===== config.mk =====
export PLATFORM = sky130hd
export DESIGN_NAME = usb_rx_pkt_ctrl
export DESIGN_NICKNAME = d
export VERILOG_FILES = /design/src/rtl/usb_rx_pkt_ctrl.sv
export SDC_FILE = /design/constraint.sdc
export NUM_CORES = 1
export LEC_CHECK = 0
export ABC_AREA = 1
export CAP_MARGIN = 20
export CORE_ASPECT_RATIO = 0.8
export CORE_MARGIN = 3
export CORE_UTILIZATION = 53
export DETAILED_ROUTE_END_ITERATION = 10
export DONT_BUFFER_PORTS = 1
export PLACE_DENSITY = 0.82
export SLEW_MARGIN = 10
export SYNTH_ARGS = -nofsm -noshare
export SYNTH_HDL_FRONTEND = slang
export SYNTH_SLANG_ARGS = --single-unit

===== constraint.sdc =====
create_clock -name clk -period 2 [get_ports clk]
set_input_delay 0 -clock clk [delete_from_list [all_inputs] [get_ports clk]]
set_output_delay 0 -clock clk [all_outputs]
set_load 0.05 [all_outputs]

===== src/rtl/usb_rx_pkt_ctrl.sv =====
// usb_rx_pkt_ctrl
//   USB receive packet controller. Tracks one packet from the first line
//   edge through sync byte, PID byte, data/CRC bytes and end-of-packet.
//   It also drives the RX FIFO write strobe and the CRC accumulate enable.
//   The controller detects a bad sync byte, a bad PID, an early EOP, data
//   overflow, a CRC failure and an idle-bus timeout. A PID-only (handshake)
//   packet ends without a CRC check.
//
// Ports
//   clk, n_rst     system clock, asynchronous active-low reset
//   shift_enable   bit-period strobe from the timer
//   byte_received  1-cycle pulse: rx_data holds a new byte
//   rx_data[7:0]   received byte (held until the next byte)
//   eop            end-of-packet level
//   d_edge         1-cycle pulse on a line transition
//   crc_ok         CRC unit result, sampled in CRC_CHK
//   receiving      packet reception in progress
//   write_enable   1-cycle FIFO write strobe (PID and each data byte)
//   crc_enable     CRC accumulate enable
//   rcv_error      high while in ERROR
//   err_code[2:0]  last error (0 none, 1 sync, 2 PID, 3 early eop,
//                  4 overflow, 5 CRC, 6 timeout)
//   byte_count     data bytes written in the current packet (PID excluded)
//   pkt_done       1-cycle pulse when a good packet ends
module usb_rx_pkt_ctrl #(
    parameter logic [7:0] SYNC_BYTE   = 8'h54,
    parameter bit         CHECK_PID   = 1'b1,
    parameter int         MAX_BYTES   = 64,
    parameter int         TIMEOUT_CYC = 1024
) (
    input  logic                             clk,
    input  logic                             n_rst,
    input  logic                             shift_enable,
    input  logic                             byte_received,
    input  logic [7:0]                       rx_data,
    input  logic                             eop,
    input  logic                             d_edge,
    input  logic                             crc_ok,
    output logic                             receiving,
    output logic                             write_enable,
    output logic                             crc_enable,
    output logic                             rcv_error,
    output logic [2:0]                       err_code,
    output logic [$clog2(MAX_BYTES+1)-1:0]   byte_count,
    output logic                             pkt_done
);

    localparam int CW = $clog2(MAX_BYTES + 1);
    localparam int TW = $clog2(TIMEOUT_CYC);

    localparam logic [2:0] ERR_NONE     = 3'd0;
    localparam logic [2:0] ERR_SYNC     = 3'd1;
    localparam logic [2:0] ERR_PID      = 3'd2;
    localparam logic [2:0] ERR_EOP      = 3'd3;
    localparam logic [2:0] ERR_OVERFLOW = 3'd4;
    localparam logic [2:0] ERR_CRC      = 3'd5;
    localparam logic [2:0] ERR_TIMEOUT  = 3'd6;

    typedef enum logic [3:0] {
        IDLE, SYNC_WAIT, SYNC_CHK, PID_WAIT, PID_CHK, PID_WR,
        DATA_WAIT, DATA_WR, DATA_DONE, CRC_CHK, DONE, ERROR
    } state_t;

    state_t        state_q, state_d;
    logic [2:0]    err_code_q, err_code_d;
    logic [CW-1:0] byte_count_q, byte_count_d;
    logic [TW-1:0] timer_q, timer_d;
    logic          receiving_q, receiving_d;
    logic          write_enable_q, write_enable_d;
    logic          crc_enable_q, crc_enable_d;
    logic          rcv_error_q, rcv_error_d;
    logic          pkt_done_q, pkt_done_d;

    logic timed;
    logic timed_out;
    logic pid_ok;

    assign pid_ok    = (rx_data[3:0] == ~rx_data[7:4]);
    assign timed     = (state_q inside {SYNC_WAIT, SYNC_CHK, PID_WAIT, PID_CHK, PID_WR,
                                        DATA_WAIT, DATA_WR, DATA_DONE, ERROR});
    assign timed_out = timed && (timer_q == TW'(TIMEOUT_CYC - 1));

    always_comb begin
        // NOTE: every signal assigned here gets a default first, so no path
        // leaves it unassigned and no latch is inferred.
        state_d      = state_q;
        err_code_d   = err_code_q;
        byte_count_d = byte_count_q;

        unique case (state_q)
            IDLE: if (d_edge) begin
                state_d      = SYNC_WAIT;
                byte_count_d = '0;
                err_code_d   = ERR_NONE;
            end
            SYNC_WAIT: if (byte_received) state_d = SYNC_CHK;
            SYNC_CHK: begin
                if (rx_data == SYNC_BYTE) state_d = PID_WAIT;
                else begin
                    state_d    = ERROR;
                    err_code_d = ERR_SYNC;
                end
            end
            PID_WAIT: begin
                // eop wins over a byte arriving in the same cycle
                if (eop) begin
                    state_d    = ERROR;
                    err_code_d = ERR_EOP;
                end else if (byte_received) state_d = PID_CHK;
            end
            PID_CHK: begin
                if (!CHECK_PID || pid_ok) state_d = PID_WR;
                else begin
                    state_d    = ERROR;
                    err_code_d = ERR_PID;
                end
            end
            PID_WR: state_d = DATA_WAIT;
            DATA_WAIT: begin
                if (eop) begin
                    // eop straight after the PID is a handshake packet: no CRC
                    if (byte_count_q == '0) state_d = DONE;
                    else begin
                        state_d    = ERROR;
                        err_code_d = ERR_EOP;
                    end
                end else if (byte_received) begin
                    if (byte_count_q == CW'(MAX_BYTES)) begin
                        state_d    = ERROR;
                        err_code_d = ERR_OVERFLOW;
                    end else state_d = DATA_WR;
                end
            end
            DATA_WR: begin
                state_d      = DATA_DONE;
                byte_count_d = byte_count_q + 1'b1;
            end
            DATA_DONE: if (shift_enable) state_d = eop ? CRC_CHK : DATA_WAIT;
            CRC_CHK: begin
                if (crc_ok) state_d = DONE;
                else begin
                    state_d    = ERROR;
                    err_code_d = ERR_CRC;
                end
            end
            DONE:    state_d = IDLE;
            ERROR:   if (eop) state_d = IDLE;
            default: state_d = IDLE;
        endcase

        // Timeout applies only when no other event moves the FSM. In ERROR
        // it releases the bus and keeps the error code that was recorded.
        if (timed_out && state_d == state_q) begin
            if (state_q == ERROR) state_d = IDLE;
            else begin
                state_d    = ERROR;
                err_code_d = ERR_TIMEOUT;
            end
        end

        // The timer also restarts after reaching its limit. A non-power-of-2
        // TIMEOUT_CYC therefore never wraps past the compare value.
        if (!timed || byte_received || eop || timed_out) timer_d = '0;
        else                                             timer_d = timer_q + 1'b1;
        // Entering ERROR restarts the count so a stuck bus leaves ERROR
        // one full timeout period later.
        if (state_d != state_q && state_d inside {SYNC_WAIT, ERROR}) timer_d = '0;

        // Moore outputs are decoded from the next state and registered.
        // They change in the same cycle as state_q and never glitch.
        receiving_d    = !(state_d inside {IDLE, DONE});
        write_enable_d = (state_d inside {PID_WR, DATA_WR});
        crc_enable_d   = (state_d inside {DATA_WAIT, DATA_WR, DATA_DONE});
        rcv_error_d    = (state_d == ERROR);
        pkt_done_d     = (state_d == DONE);
    end

    // NOTE: sequential state uses non-blocking assignments only. All flops
    // then sample the values from before the edge.
    always_ff @(posedge clk or negedge n_rst) begin
        if (!n_rst) begin
            state_q        <= IDLE;
            err_code_q     <= ERR_NONE;
            byte_count_q   <= '0;
            timer_q        <= '0;
            receiving_q    <= 1'b0;
            write_enable_q <= 1'b0;
            crc_enable_q   <= 1'b0;
            rcv_error_q    <= 1'b0;
            pkt_done_q     <= 1'b0;
        end else begin
            state_q        <= state_d;
            err_code_q     <= err_code_d;
            byte_count_q   <= byte_count_d;
            timer_q        <= timer_d;
            receiving_q    <= receiving_d;
            write_enable_q <= write_enable_d;
            crc_enable_q   <= crc_enable_d;
            rcv_error_q    <= rcv_error_d;
            pkt_done_q     <= pkt_done_d;
        end
    end

    assign receiving    = receiving_q;
    assign write_enable = write_enable_q;
    assign crc_enable   = crc_enable_q;
    assign rcv_error    = rcv_error_q;
    assign err_code     = err_code_q;
    assign byte_count   = byte_count_q;
    assign pkt_done     = pkt_done_q;

endmodule


==> flow_summary.toml, run 1 <==
[run_status]
status = "did not finish"
lastStage = "global routing"
toolErrorMsg = "[ERROR GRT-0232] Routing congestion too high. Check the congestion heatmap in the GUI."

[yosys]
synth_seq_cells = 29
async_flop_share_pct = 100.0
synth-xor-area-share_pct = 0.3911
synth_edf_count = 0
synth_top_cell_by_area = "dfrtp_1"
synth_top_family_by_area = "simple AND/OR/NAND/NOR gates"
synthCells = 332
yosysMostFrequentCell = "nand2_1"
synthSimpleGateAreaFrac_pct = 43.07
synth_area_per_cell_um2 = 6.746
ys_seq_area_share_pct = 32.40
synthAdderAreaFrac_pct = 1.676
synth_compound_area_share_pct = 13.69
synth_area_leaders = "dfrtp_1 (32%), nand2_1 (15%), nand3_1 (8.5%), inv_1 (6.9%), nor2_1 (5.9%)"
ys_types = 37
synthFlopType = "dfrtp_1"
yosys_warnings = 0
synth_common_cells = "nand2_1 (88), inv_1 (41), nand3_1 (38), nor2_1 (35), dfrtp_1 (29)"
synth_nets = 350
netlist_area_um2 = 2240
synth_mux_area_share_pct = 0
synth_top_cell_area_share_pct = 32.40

[placement]
post-dp-hpwl_um = 5111
place_area_um2 = 2838
port_buffers = 0
place.gp.congestion = 0.9703

[clock_network]
root_buffer = "clkbuf_8"
cts_made_buffers = 5
cts_sinks = 29
clockBufferDepth = 2
htree_num_levels = 2

[timing]
crit_endpoint = "timer_q[6]$_DFF_PN0_/D"
worst_endpoint_kind = "register data pin"

[global_route]
track_usage_pct = 89.34
gr-total-overflow = 324
grt_max_degree = 30

[floorplan]
die_h_um = 64.14
num_rows = 20
initial_core_util_pct = 57.01
ioPinCount = 30
die_w_um = 78.68
==> through the flow <==
stage | hold WS (ns) | setup WS (ns) | instances
3_3_place_gp | -0.2950 | -0.4342 | 451
2_1_floorplan | -0.2956 | -0.2970 | 332
4_1_cts | 0.05330 | -0.3908 | 486
3_5_place_dp | -0.2949 | -0.6738 | 451
==> kinds of logic after synthesis <==
group,after synthesis
fa+ha+maj,3
compound gates,46
simple gates,203
xor+xnor,1
buf+inv,50
flops,29
==> routing by layer <==
metal / overflow / track usage [%]
met5: 0 / 5.556
met4: 136 / 112.7
met3: 0 / 62.39
met2: 186 / 112.1
met1: 2 / 84.45
==> timing repair <==
item                                   in CTS
setup buffers                              21
endpoints found under the hold margin      31
setup endpoints to repair                  22
resized for setup                          69
pin swaps                                  35
gates cloned                                2
hold buffers                                4
==> run 2: changes to the inputs <==
Settings changed: CORE_ASPECT_RATIO 0.8 to default, CORE_UTILIZATION 53 to 38, PLACE_DENSITY 0.82 to default, PLACE_DENSITY_LB_ADDON from default to 0.15.
Clock period 2 ns to 2.6 ns, I/O delays scaled along.
==> flow_summary.toml, run 2 <==
[run_status]
status = "finished, final reports clean"

[global_route]
antenna_found_initial = 0
gr-total-overflow = 0
grt_pass1_wl_um = 9321
grt_max_degree = 30
grt_pass1_vias = 2134
track_usage_pct = 17.49

[yosys]
synth_nets = 350
synth_top_cell_by_area = "dfrtp_1"
synth_edf_count = 0
synthFlopType = "dfrtp_1"
synth_area_leaders = "dfrtp_1 (32%), nand2_1 (15%), nand3_1 (8.5%), inv_1 (6.9%), nor2_1 (5.9%)"
synthAdderAreaFrac_pct = 1.676
synthSimpleGateAreaFrac_pct = 43.07
synth-xor-area-share_pct = 0.3911
ys_seq_area_share_pct = 32.40
async_flop_share_pct = 100.0
yosysMostFrequentCell = "nand2_1"
yosys_warnings = 0
synthCells = 332
synth_top_family_by_area = "simple AND/OR/NAND/NOR gates"
synth_common_cells = "nand2_1 (88), inv_1 (41), nand3_1 (38), nor2_1 (35), dfrtp_1 (29)"
synth_top_cell_area_share_pct = 32.40
synth_area_per_cell_um2 = 6.746
synth_compound_area_share_pct = 13.69
ys_types = 37
netlist_area_um2 = 2240
synth_seq_cells = 29
synth_mux_area_share_pct = 0

[floorplan]
ioPinCount = 30
die_area_um2 = 6851
core-area_um2 = 5608
initial_core_util_pct = 39.94
die_h_um = 82.77
die_w_um = 82.77
num_rows = 27

[route]
drtAntennaViolNets = 0
vias = 2320
drt_wl_total_um = 6082
drc = 0
wire_per_inst_um = 13.52
viasPerCell = 5.156
drtIter0Drc = 157
drtPass1Iterations = 5

[clock_network]
clk_pin_slew_ns = 0.06
cts_sinks = 29
cts_made_buffers = 5
clockBufferDepth = 2
cts_tree = "built"
htree_num_levels = 2
clock_latency_ns = 0.28
root_buffer = "clkbuf_8"

[cells_and_area]
final_cell_mix = "nand2_1 (72), inv_1 (39), buf_4 (34)"
drive_gt1_share_pct = 35.45
nNetsFinal = 395
largest_register_ffs = 10
diodes = 0
syn_to_final_growth_pct = 31.28
final_common_cell = "nand2_1"
fin_util_pct = 52.43
top_register = "timer_q"
instances_no_fill = 450
finalInstanceArea_um2 = 2940

[worst_setup_path]
r2r_end = "timer_q[5]$_DFF_PN0_"
worstRegToRegCells = 16
crit_slowest_cell = "dfrtp_2"
timing.rr.start = "state_q[0]$_DFF_PN0_"
critPathBufInv = 2
cp-end-kind = "flip-flop"
crit_type = "reg -> reg"
crit_path_max_fanout = 6
crit_arrival_ns = 2.69
cp.required_ns = 2.81
crit_path_start_kind = "flip-flop"
cpLargestDelayFamily = "simple AND/OR/NAND/NOR gates"
max_stage_delay_ns = 0.46
path_cells = "inv_4, buf_4, nor2_1, nand2_1, and2_1, nand4_1, nand2_2, nor2_2, nand3_4, nand2_4, nand2_4, nand2_2, nand2_2, nor2_4, nand2_4, a21oi_2"
r2r_setup_slack_ns = 0.12

[power_and_ir_drop]
ir_drop_v = 0.001033
power_leakage_nw = 1.409
powerDensity_nw_per_um2 = 1337
power_mw = 3.932

[placement]
place.gp.congestion = 0.8704
post-dp-hpwl_um = 4222
place_area_um2 = 2471
place_inst = 423
port_buffers = 0

[timing]
tightest_slew_ns = 0.5311
slew_violations = 0
relSlewSlack_pct = 64.59
skew_ns = 0.001725
fin_crit_ns = 2.480
timing.final.crit_share_pct = 95.39
setup_viol = 0
clock.fmax_mhz = 403.2
final-hold-violation-count = 0

[min_path]
min_path_type = "in -> reg"
hold_path_depth = 3
holdPathEnd = "err_code[2]$_DFF_PN0_"
min_from = "crc_ok"

[job]
cap_violations = 0
## run 2: cell counts after synthesis
Identical to the previous run, type by type.
## run 2: how the worst max path moves through the flow
stage	from	end	cells after the start
3_3_place_gp	state_q[0]$_DFF_PN0_	timer_q[7]$_DFF_PN0_	13
2_1_floorplan	byte_count[0]$_DFFE_PN0P_	timer_q[0]$_DFF_PN0_	17
3_5_place_dp	byte_count[0]$_DFFE_PN0P_	timer_q[5]$_DFF_PN0_	17
5_1_grt	byte_count[0]$_DFFE_PN0P_	timer_q[5]$_DFF_PN0_	18
4_1_cts	byte_count[0]$_DFFE_PN0P_	timer_q[5]$_DFF_PN0_	17
6_report	state_q[0]$_DFF_PN0_	timer_q[5]$_DFF_PN0_	16
## run 2: routing by layer
metal,track usage (%),wire (um)
met5,0,0
met3,3.564,359
met1,23.18,2817
met2,27.88,2784
met4,6.863,121
## run 2: cell type report
cell class	count	area [um2]
well taps	72	90.09
clock inverters	1	5.005
repair buffers	38	305.3
flip-flops and latches	29	730.7
clock buffers	7	96.34
fillers	574	2668
multi-input cells	255	1525
inverters	48	187.7
## run 2: worst register-to-register path: cells and delay by family, from the launching register on
| family | cells | cell delay [ns] |
|---|---|---|
| flip-flops | 1 | 0.46 |
| buffers and inverters | 2 | 0.21 |
| AO/OA/AOI/OAI | 1 | 0.16 |
| AND/OR/NAND/NOR | 13 | 1.58 |
## run 2: cell families (layout without fill, tap and decap cells)
group                      after synthesis  in the layout
AOI/OAI and AO/OA                       46             46
xor gates and xnor gates                 1              1
adders and majority gates                3              3
buffers and inverters                   50             94
DFF                                     29             29
and+or+nand+nor                        203            205
## run 2: timing repair
action                                  in CTS  in global routing
hold buffers                                 4                  0
gates resized for setup                      0                 63
buffers inserted                             0                 13
endpoints found under the hold margin       30                  0
endpoints found under the setup margin       0                 16
## run 2: power breakdown
part | internal, mW | switching, mW
registers | 0.561 | 0.286
logic | 0.959 | 1.72
clock network | 0.239 | 0.171
total | 1.76 | 2.17
## run 2: per-stage QoR
| step | setup WS (ns) | TNS [ns] | hold WS, ns |
|---|---|---|---|
| detailed placement | 0.07455 | 0 | -0.2947 |
| floorplan | 0.07638 | 0 | -0.2956 |
| global placement | 0.05756 | 0 | -0.2947 |
| finish | 0.1197 | 0 | 0.01491 |
| CTS | 0.04155 | 0 | 0.005826 |
| global route | -0.04849 | -0.1288 | 0.05479 |
Power figures use the tool's default switching activity.
